File: src/rtl/rtc_pkg.sv
// Shared register map and bit positions for the RTC alarm/stopwatch peripheral.
package rtc_pkg;
    localparam int RTC_DATA_W = 32;

    localparam int REG_CTRL       = 0;
    localparam int REG_ALARM_CMP  = 1;
    localparam int REG_PERIOD     = 2;
    localparam int REG_STATUS     = 3;
    localparam int REG_SW_ELAPSED = 4;
    localparam int REG_NOW        = 5;

    localparam int CTRL_ALARM_EN = 0;
    localparam int CTRL_PERIODIC = 1;
    localparam int CTRL_SW_RUN   = 2;

    localparam int ST_PENDING = 0;
    localparam int ST_MISSED  = 1;
endpackage

File: src/rtl/rtc_stopwatch.sv
// Millisecond stopwatch: stamps the RTC count on run rising and tracks the wrap-safe difference.
module rtc_stopwatch
    import rtc_pkg::*;
#(
    parameter int DATA_W = RTC_DATA_W
) (
    input  logic              clk,
    input  logic              rst,
    input  logic [DATA_W-1:0] milisec_in,
    input  logic              run,
    output logic [DATA_W-1:0] elapsed
);
    logic              run_q, run_d;
    logic [DATA_W-1:0] start_q, start_d;
    logic [DATA_W-1:0] elapsed_q, elapsed_d;

    always_comb begin
        run_d     = run;
        start_d   = start_q;
        elapsed_d = elapsed_q;
        if (run && !run_q) begin
            start_d   = milisec_in;
            elapsed_d = '0;
        end else if (run && run_q) begin
            // Modular subtraction keeps the result correct across RTC wrap.
            elapsed_d = milisec_in - start_q;
        end
    end

    always_ff @(posedge clk or negedge rst) begin
        if (!rst) begin
            run_q     <= 1'b0;
            start_q   <= '0;
            elapsed_q <= '0;
        end else begin
            run_q     <= run_d;
            start_q   <= start_d;
            elapsed_q <= elapsed_d;
        end
    end

    assign elapsed = elapsed_q;
endmodule

File: src/rtl/rtc_alarm_timer.sv
// Alarm compare/reload with one-shot or periodic interrupt, plus register bus front end.
module rtc_alarm_timer
    import rtc_pkg::*;
#(
    parameter int ADDR_W = 3,
    parameter int DATA_W = RTC_DATA_W
) (
    input  logic              clk,
    input  logic              rst,
    input  logic [DATA_W-1:0] milisec_in,
    input  logic              sel,
    input  logic              we,
    input  logic [ADDR_W-1:0] addr,
    input  logic [DATA_W-1:0] wdata,
    output logic [DATA_W-1:0] rdata,
    output logic              irq
);
    logic              alarm_en_q, alarm_en_d;
    logic              periodic_q, periodic_d;
    logic              sw_run_q, sw_run_d;
    logic [DATA_W-1:0] alarm_cmp_q, alarm_cmp_d;
    logic [DATA_W-1:0] period_q, period_d;
    logic              pending_q, pending_d;
    logic              missed_q, missed_d;
    logic [DATA_W-1:0] prev_ms_q, prev_ms_d;
    logic [DATA_W-1:0] rdata_q, rdata_d;
    logic              irq_q, irq_d;
    logic [DATA_W-1:0] sw_elapsed;
    logic              wr_en, rd_en, tick, fire, w1c, pending_kept;
    logic [DATA_W-1:0] rd_val;

    assign wr_en = sel & we;
    assign rd_en = sel & ~we;
    assign tick  = (milisec_in != prev_ms_q);
    assign fire  = tick & alarm_en_q & (milisec_in == alarm_cmp_q);
    assign w1c   = wr_en & (int'(addr) == REG_STATUS);

    always_comb begin
        alarm_en_d  = alarm_en_q;
        periodic_d  = periodic_q;
        sw_run_d    = sw_run_q;
        alarm_cmp_d = alarm_cmp_q;
        period_d    = period_q;
        prev_ms_d   = milisec_in;

        if (fire) begin
            if (periodic_q && (period_q != '0)) alarm_cmp_d = alarm_cmp_q + period_q;
            else                                alarm_en_d  = 1'b0;
        end

        // A fire only counts as missed if pending survives this cycle's W1C.
        pending_kept = pending_q & ~(w1c & wdata[ST_PENDING]);
        pending_d    = pending_kept | fire;
        missed_d     = (missed_q & ~(w1c & wdata[ST_MISSED])) | (fire & pending_kept);

        // Bus writes are applied last so they override the fire side effects.
        if (wr_en) begin
            case (int'(addr))
                REG_CTRL: begin
                    alarm_en_d = wdata[CTRL_ALARM_EN];
                    periodic_d = wdata[CTRL_PERIODIC];
                    sw_run_d   = wdata[CTRL_SW_RUN];
                end
                REG_ALARM_CMP: alarm_cmp_d = wdata;
                REG_PERIOD:    period_d    = wdata;
                default: ;
            endcase
        end

        // Enable as seen in the fire cycle, so a one-shot's self-clear still yields a pulse.
        irq_d = pending_d & alarm_en_q;

        case (int'(addr))
            REG_CTRL:       rd_val = {{(DATA_W-3){1'b0}}, sw_run_q, periodic_q, alarm_en_q};
            REG_ALARM_CMP:  rd_val = alarm_cmp_q;
            REG_PERIOD:     rd_val = period_q;
            REG_STATUS:     rd_val = {{(DATA_W-2){1'b0}}, missed_q, pending_q};
            REG_SW_ELAPSED: rd_val = sw_elapsed;
            REG_NOW:        rd_val = milisec_in;
            default:        rd_val = '0;
        endcase
        rdata_d = rd_en ? rd_val : rdata_q;
    end

    always_ff @(posedge clk or negedge rst) begin
        if (!rst) begin
            alarm_en_q  <= 1'b0;
            periodic_q  <= 1'b0;
            sw_run_q    <= 1'b0;
            alarm_cmp_q <= '0;
            period_q    <= '0;
            pending_q   <= 1'b0;
            missed_q    <= 1'b0;
            prev_ms_q   <= '0;
            rdata_q     <= '0;
            irq_q       <= 1'b0;
        end else begin
            alarm_en_q  <= alarm_en_d;
            periodic_q  <= periodic_d;
            sw_run_q    <= sw_run_d;
            alarm_cmp_q <= alarm_cmp_d;
            period_q    <= period_d;
            pending_q   <= pending_d;
            missed_q    <= missed_d;
            prev_ms_q   <= prev_ms_d;
            rdata_q     <= rdata_d;
            irq_q       <= irq_d;
        end
    end

    // Stamping from the next run value starts timing at the CTRL write edge itself.
    rtc_stopwatch #(.DATA_W(DATA_W)) u_sw (
        .clk        (clk),
        .rst        (rst),
        .milisec_in (milisec_in),
        .run        (sw_run_d),
        .elapsed    (sw_elapsed)
    );

    assign rdata = rdata_q;
    assign irq   = irq_q;
endmodule

File: config.mk
export PLATFORM = sky130hd
export DESIGN_NAME = rtc_alarm_timer
export DESIGN_NICKNAME = d
export VERILOG_FILES = /design/src/rtl/rtc_pkg.sv /design/src/rtl/rtc_stopwatch.sv /design/src/rtl/rtc_alarm_timer.sv
export SDC_FILE = /design/constraint.sdc
export NUM_CORES = 1
export LEC_CHECK = 0
export CELL_PAD_IN_SITES_DETAIL_PLACEMENT = 1
export CELL_PAD_IN_SITES_GLOBAL_PLACEMENT = 1
export CORE_ASPECT_RATIO = 1.25
export CORE_UTILIZATION = 35
export CTS_BUF_LIST = sky130_fd_sc_hd__clkbuf_4
export DETAILED_ROUTE_END_ITERATION = 8
export DONT_BUFFER_PORTS = 1
export PLACE_DENSITY = 0.59
export REMOVE_ABC_BUFFERS = 1
export SETUP_SLACK_MARGIN = 0.2
export SYNTH_ARGS = -nofsm -noshare
export SYNTH_HDL_FRONTEND = slang
export SYNTH_SLANG_ARGS = --single-unit
File: constraint.sdc
create_clock -name clk -period 3.71 [get_ports clk]
set_clock_uncertainty 0.2 [all_clocks]
set_input_delay 0.5565 -clock clk [delete_from_list [all_inputs] [get_ports clk]]
set_output_delay 0.5565 -clock clk [all_outputs]
set_load 0.005 [all_outputs]
# After elaboration in Yosys (flattened, before gate mapping)
# Index checks and enable logic that the tools add are counted.
[totals]
wordCells = 60
regBits = 198
input_bits = 71
[op_classes]
n_eq_ne = 8
n_addsub = 2
n_bitwise = 16
mux = 13
reduce_logical = 9
[op_table]
columns = ["operator", "count"]
rows = [
  ["32-bit 2-to-1 mux", 6],
  ["32-bit one-hot mux with 6 select lines", 1],
  ["32-bit adder", 1],
  ["32-bit == test", 1],
  ["32-bit != test", 1],
  ["32-bit nonzero test", 1],
  ["32-bit subtractor", 1],
  ["1-bit AND", 11],
  ["3-bit == test, second input constant", 3],
  ["3-bit by 2-bit == test with 1-bit output, second input constant", 2],
  ["1-bit 2-to-1 mux", 6],
  ["2-bit AND reduction", 2],
  ["3-bit by 1-bit == test with 1-bit output, second input constant", 1],
  ["1-bit logical AND", 3],
  ["3-bit logical NOT", 1],
  ["1-bit inverter", 3],
  ["1-bit bitwise OR", 2],
  ["2-bit nonzero test", 1],
  ["1-bit logical NOT", 1],
]

# Logic depth before layout (Yosys ltp)
[logic_depth]
word_depth = 7
depth_mapped = 12
depth_no_buf = 12

# Hierarchy
# From an unflattened synthesis, not the netlist that was laid out.
[unflattened]
cells_unflattened = 1314
area_unflattened_um2 = 12243.0
[modules_own_cells]
columns = ["mod", "instances", "cells_per_inst", "area_per_inst_um2", "seq_area_each_um2"]
rows = [
  ["rtc_alarm_timer", 1, 856, 8131.5, 3353.2],
  ["rtc_stopwatch", 1, 458, 4111.4, 1626.6],
]

# Worst setup path before layout
# Ideal clock, no wire load.
[synth_path]
path_kind = "in2reg"
startpoint = "input milisec_in[0]"
endpoint = "register u_sw.elapsed_q[24], in the netlist u_sw.elapsed[24]"
required_time_ns = 3.375
setup_slack_ns = 0.731
t_arrival_ns = 2.644
setup_ns = 0.135
cell_stages = 12
path_cell_list = "inv_1 > ha_1 > fa_1 > nor2b_1 > o21a_1 > o211ai_1 > and2_1 > a2111o_1 > a21oi_1 > o31ai_1 > mux2i_1 > o311ai_1"
[synth_via]
elab_chain_cells = 3
[synth_lines]
columns = ["element", "line_no", "text"]
rows = [
  ["start: declaration", "rtc_alarm_timer.sv:10", "input logic [DATA_W-1:0] milisec_in,"],
  ["32-bit subtractor", "rtc_stopwatch.sv:26", "elapsed_d = milisec_in - start_q;"],
  ["32-bit 2-to-1 mux", "rtc_stopwatch.sv:24", "end else if (run && run_q) begin"],
  ["32-bit 2-to-1 mux", "rtc_stopwatch.sv:21", "if (run && !run_q) begin"],
  ["end signal: assignment", "rtc_stopwatch.sv:38", "elapsed_q <= elapsed_d;"],
  ["end: declaration", "rtc_stopwatch.sv:15", "logic [DATA_W-1:0] elapsed_q, elapsed_d;"],
]
# Every way passes these cells. The select of a mux whose other input is x is not followed.
# A chain may end at the register's enable or synchronous reset.

# Final worst setup path
[layout_path]
startpoint = "register period_q[16]"
endpoint = "register alarm_cmp_q[25]"
[layout_via]
elab_chain_cells = 6
word_cells_on_any_way = 7
[layout_lines]
columns = ["element", "line_no", "text"]
rows = [
  ["start: declaration", "rtc_alarm_timer.sv:22", "logic [DATA_W-1:0] period_q, period_d;"],
  ["start signal: assignment", "rtc_alarm_timer.sv:102", "period_q <= period_d;"],
  ["parallel branches: the longest is 2 deep, another holds 32-bit adder", "--", ""],
  ["32-bit 2-to-1 mux *", "rtc_alarm_timer.sv:47", "if (periodic_q && (period_q != '0)) alarm_cmp_d = alarm_cmp_q + period_q;"],
  ["32-bit 2-to-1 mux *", "rtc_alarm_timer.sv:46", "if (fire) begin"],
  ["32-bit 2-to-1 mux", "rtc_alarm_timer.sv:58", "case (int'(addr))"],
  ["32-bit 2-to-1 mux *", "rtc_alarm_timer.sv:57", "if (wr_en) begin"],
  ["net alarm_cmp_d[25]", "rtc_alarm_timer.sv:21", "logic [DATA_W-1:0] alarm_cmp_q, alarm_cmp_d;"],
  ["end signal: assignment", "rtc_alarm_timer.sv:101", "alarm_cmp_q <= alarm_cmp_d;"],
  ["end: declaration", "rtc_alarm_timer.sv:21", ""],
]
# Mark *: on every way through the listed nets, which the timed path passes.

==> results.sh <==
export IMPL_utilization_pct=40.1
export IMPL_ioPinCount=104
export IMPL_fin_crit_sh_pct=87.9
export IMPL_slowest_stage="dfrtp_1"
export IMPL_dp_hpwl_um=29300
export IMPL_nFillCells=3799
export IMPL_synthFlopType="dfrtp_1"
export IMPL_crit_chain="ha_1, nand4_1, or2_0, a211oi_2, nor4_2, buf_4, o31ai_2, a311oi_1, nor3b_1, a21oi_1, o21ai_0"
export IMPL_met3_usage_pct=3.44
export IMPL_clock_latency_ns=0.71
export IMPL_via_count=9678
export IMPL_p_seq_share_pct=39.5
export IMPL_yosysWarnings=0
export IMPL_antenna_found_initial=3
export IMPL_path_class="flop to flop"
export IMPL_finalWorstSetupSlack_ns=0.450
export IMPL_die_h_um=208
export IMPL_synth_cell_type_count=61
export IMPL_routedWlPerCell_um=24.2
export IMPL_seq_area_um2=4950
export IMPL_hold_viol=198
export IMPL_cap_violations=0
export IMPL_row_count=75
export IMPL_syn_cell_area_um2=11900
export IMPL_grt_usage_pct=24.7
export IMPL_clkPwrFrac_pct=14.8
export IMPL_grt_pass1_vias=10300
export IMPL_place_area_um2=12400
export IMPL_setup_viol=0
export IMPL_peakVddDrop_uv=233
export IMPL_p_int_mw=4.78
export IMPL_final_net_count=1410
export IMPL_swShare_pct=42.4
export IMPL_drt_iter0_drc=531
export IMPL_drive_above_1_share_pct=11.3
export IMPL_start_util_pct=35.5
export IMPL_async_flop_share_pct=100
export IMPL_final_common_cell="dfrtp_1"
export IMPL_clkSlewWorstSetupHoldPaths_ns=0.18
export IMPL_dieArea_um2=34700
export IMPL_synth_area_per_cell_um2=9.76
export IMPL_status="finished, violations left"
export IMPL_ys_ff_latch=198
export IMPL_grt_util_met2_pct=40.4
export IMPL_period_minus_slack_ns=3.26
export IMPL_portBuffers=0
export IMPL_cts_tree="built"
export IMPL_final_max_slew_viol_count=0
export IMPL_fin_cells=1714
export IMPL_holdWs_ns=-0.652
export IMPL_grt_pass1_wl_um=63400
export IMPL_busiest_layer="met2"
export IMPL_worst_path_buf_inv=1
export IMPL_post_drt_via_cell_ratio=5.65
export IMPL_cp_top_family="compound AO/OA/AOI/OAI gates"
export IMPL_grt_overflow_total=0
export IMPL_setup_tns_ns=0
export IMPL_place_inst=1611
export IMPL_multi_input_area_um2=6600
export IMPL_dp_slack_ns=0.125
export IMPL_synthCells=1218
export IMPL_grt_max_degree=199
export IMPL_core_area_um2=33500
export IMPL_power_frac_comb_pct=45.7
export IMPL_max_stage_delay_ns=0.51
export IMPL_max_freq_mhz=307
export IMPL_cp_start_kind="flop"
export IMPL_violations="hold timing"
export IMPL_place_congestion=0.879
export IMPL_fin_area_um2=13400
export IMPL_dr_pass1_iters=5
export IMPL_cts_sinks=198
export IMPL_critPathMaxFanout=5
export IMPL_crit_required_ns=4.12
export IMPL_area_delta_synth_final_pct=13.0
export IMPL_p_sw_mw=3.52
export IMPL_endpoint_kind="flop"
export IMPL_hold_buffers=67
export IMPL_cts_buffers=17
export IMPL_clockBufferDepth=2
export IMPL_synth_edf_count=0
export IMPL_tightest_slew_ns=1.16
export IMPL_power_mw=8.30
export IMPL_htreeDepth=4
export IMPL_arrival_ns=3.67
export IMPL_drc=0
export IMPL_rsz0062_at_grt="false"
export IMPL_drt_wl_total_um=41400
export IMPL_ant_nets=0
export IMPL_max_slew_margin_pct=22.6
export IMPL_ys_seq_area_share_pct=41.7
export IMPL_die_width_um=167
export IMPL_root_buffer="clkbuf_4"
export IMPL_leakage_nw=5.89
export IMPL_final_cell_mix="198 x dfrtp_1, 134 x nand2_1, 105 x o21ai_0, 70 x xor2_1, 67 x dlygate4sd3_1"
export IMPL_power_density_nw_per_um2=618
export IMPL_met1_usage_pct=32.6
export IMPL_min_path_type="input port to asynchronous set/reset pin"
==> cell families after synthesis <==
family	Yosys count	synth area share, %
DFF	198	41.7
muxes	95	8.98
and+or+nand+nor	292	11.5
AOI/OAI and AO/OA	351	19.2
xor gates and xnor gates	113	8.32
adders and majority gates	64	6.86
buffers and inverters	105	3.49
==> Yosys cell counts, drive strengths merged (5+ instances only) <==
cell	n	area (um^2)
mux2i	29	290
o31ai	7	52.6
nand2	134	503
a21oi	66	330
a221oi	29	254
o211ai	5	37.5
ha	62	776
inv	49	184
clkbuf	47	176
a211oi	12	95.1
a22o	30	263
buf	9	55.0
a21o	42	315
nand3	18	90.1
xor2	70	613
a31oi	11	68.8
o21ai	111	556
nor3	15	80.1
and3	8	50.1
o21bai	9	67.6
nor2	46	173
mux2	63	709
nor4	22	144
nor3b	5	37.5
dfrtp	198	4950
nor2b	9	56.3
nand4	19	119
o21a	9	67.6
xnor2	43	377
==> flip-flops by register name (all words and copies together), names as in the netlist <==
register      cells
alarm_cmp_q      32
period_q         32
prev_ms_q        32
rdata            32
u_sw.elapsed     32
u_sw.start_q     32
alarm_en_q        1
irq               1
missed_q          1
pending_q         1
periodic_q        1
u_sw.run_q        1
==> metal layers <==
metal | wire (um) | vias up
met1 | 19000 | 4910
li1 | - | 4540
met2 | 19900 | 167
met5 | 0 | -
met4 | 1300 | 0
met3 | 1200 | 61
==> worst register-to-register path, delay by kind of cell (launching register included) <==
family / cells / cell delay, ns
compound gates: 5 / 1.00
simple gates: 4 / 0.85
flops: 1 / 0.51
fa+ha+maj: 1 / 0.45
buf+inv: 1 / 0.17
==> cell type report <==
class | count | share of cell area (%)
multi-input cells | 915 | 49.1
flip-flops and latches | 198 | 36.9
repair buffers | 94 | 6.59
well taps | 423 | 3.94
inverters | 49 | 1.37
clock inverters | 14 | 1.05
clock buffers | 18 | 1.01
diodes | 3 | 0.0559
==> timing repair <==
item / CTS / global route
setup endpoints to repair: 2 / 6
buffers inserted: 0 / 1
pin swaps: 0 / 2
gates resized for setup: 1 / 10
gates cloned: 0 / 0
endpoints found under the hold margin: 366 / 198
==> final timing paths <==
kind	start	slack, ns	to	cells past startpoint
max	period_q[16]	0.45	alarm_cmp_q[25]	11
min	rst	-0.65	period_q[30]	0
max reg2reg	period_q[16]	0.45	alarm_cmp_q[25]	11
min reg2reg	u_sw.elapsed[18]	0.31	u_sw.elapsed[18]	2
max in group asynchronous	rst	3.61	alarm_en_q	0
min in group clk	milisec_in[24]	0.05	u_sw.elapsed[24]	2
==> power by group through the flow <==
stage	clock, mW	sequential (mW)	combinational, mW
2_1_floorplan	0	3.07	2.81
3_3_place_gp	0	3.30	3.58
3_5_place_dp	0	3.31	3.66
4_1_cts	1.28	3.27	3.77
5_1_grt	1.34	3.35	4.23
6_report	1.23	3.28	3.79
(Power assumes the default switching activity.)
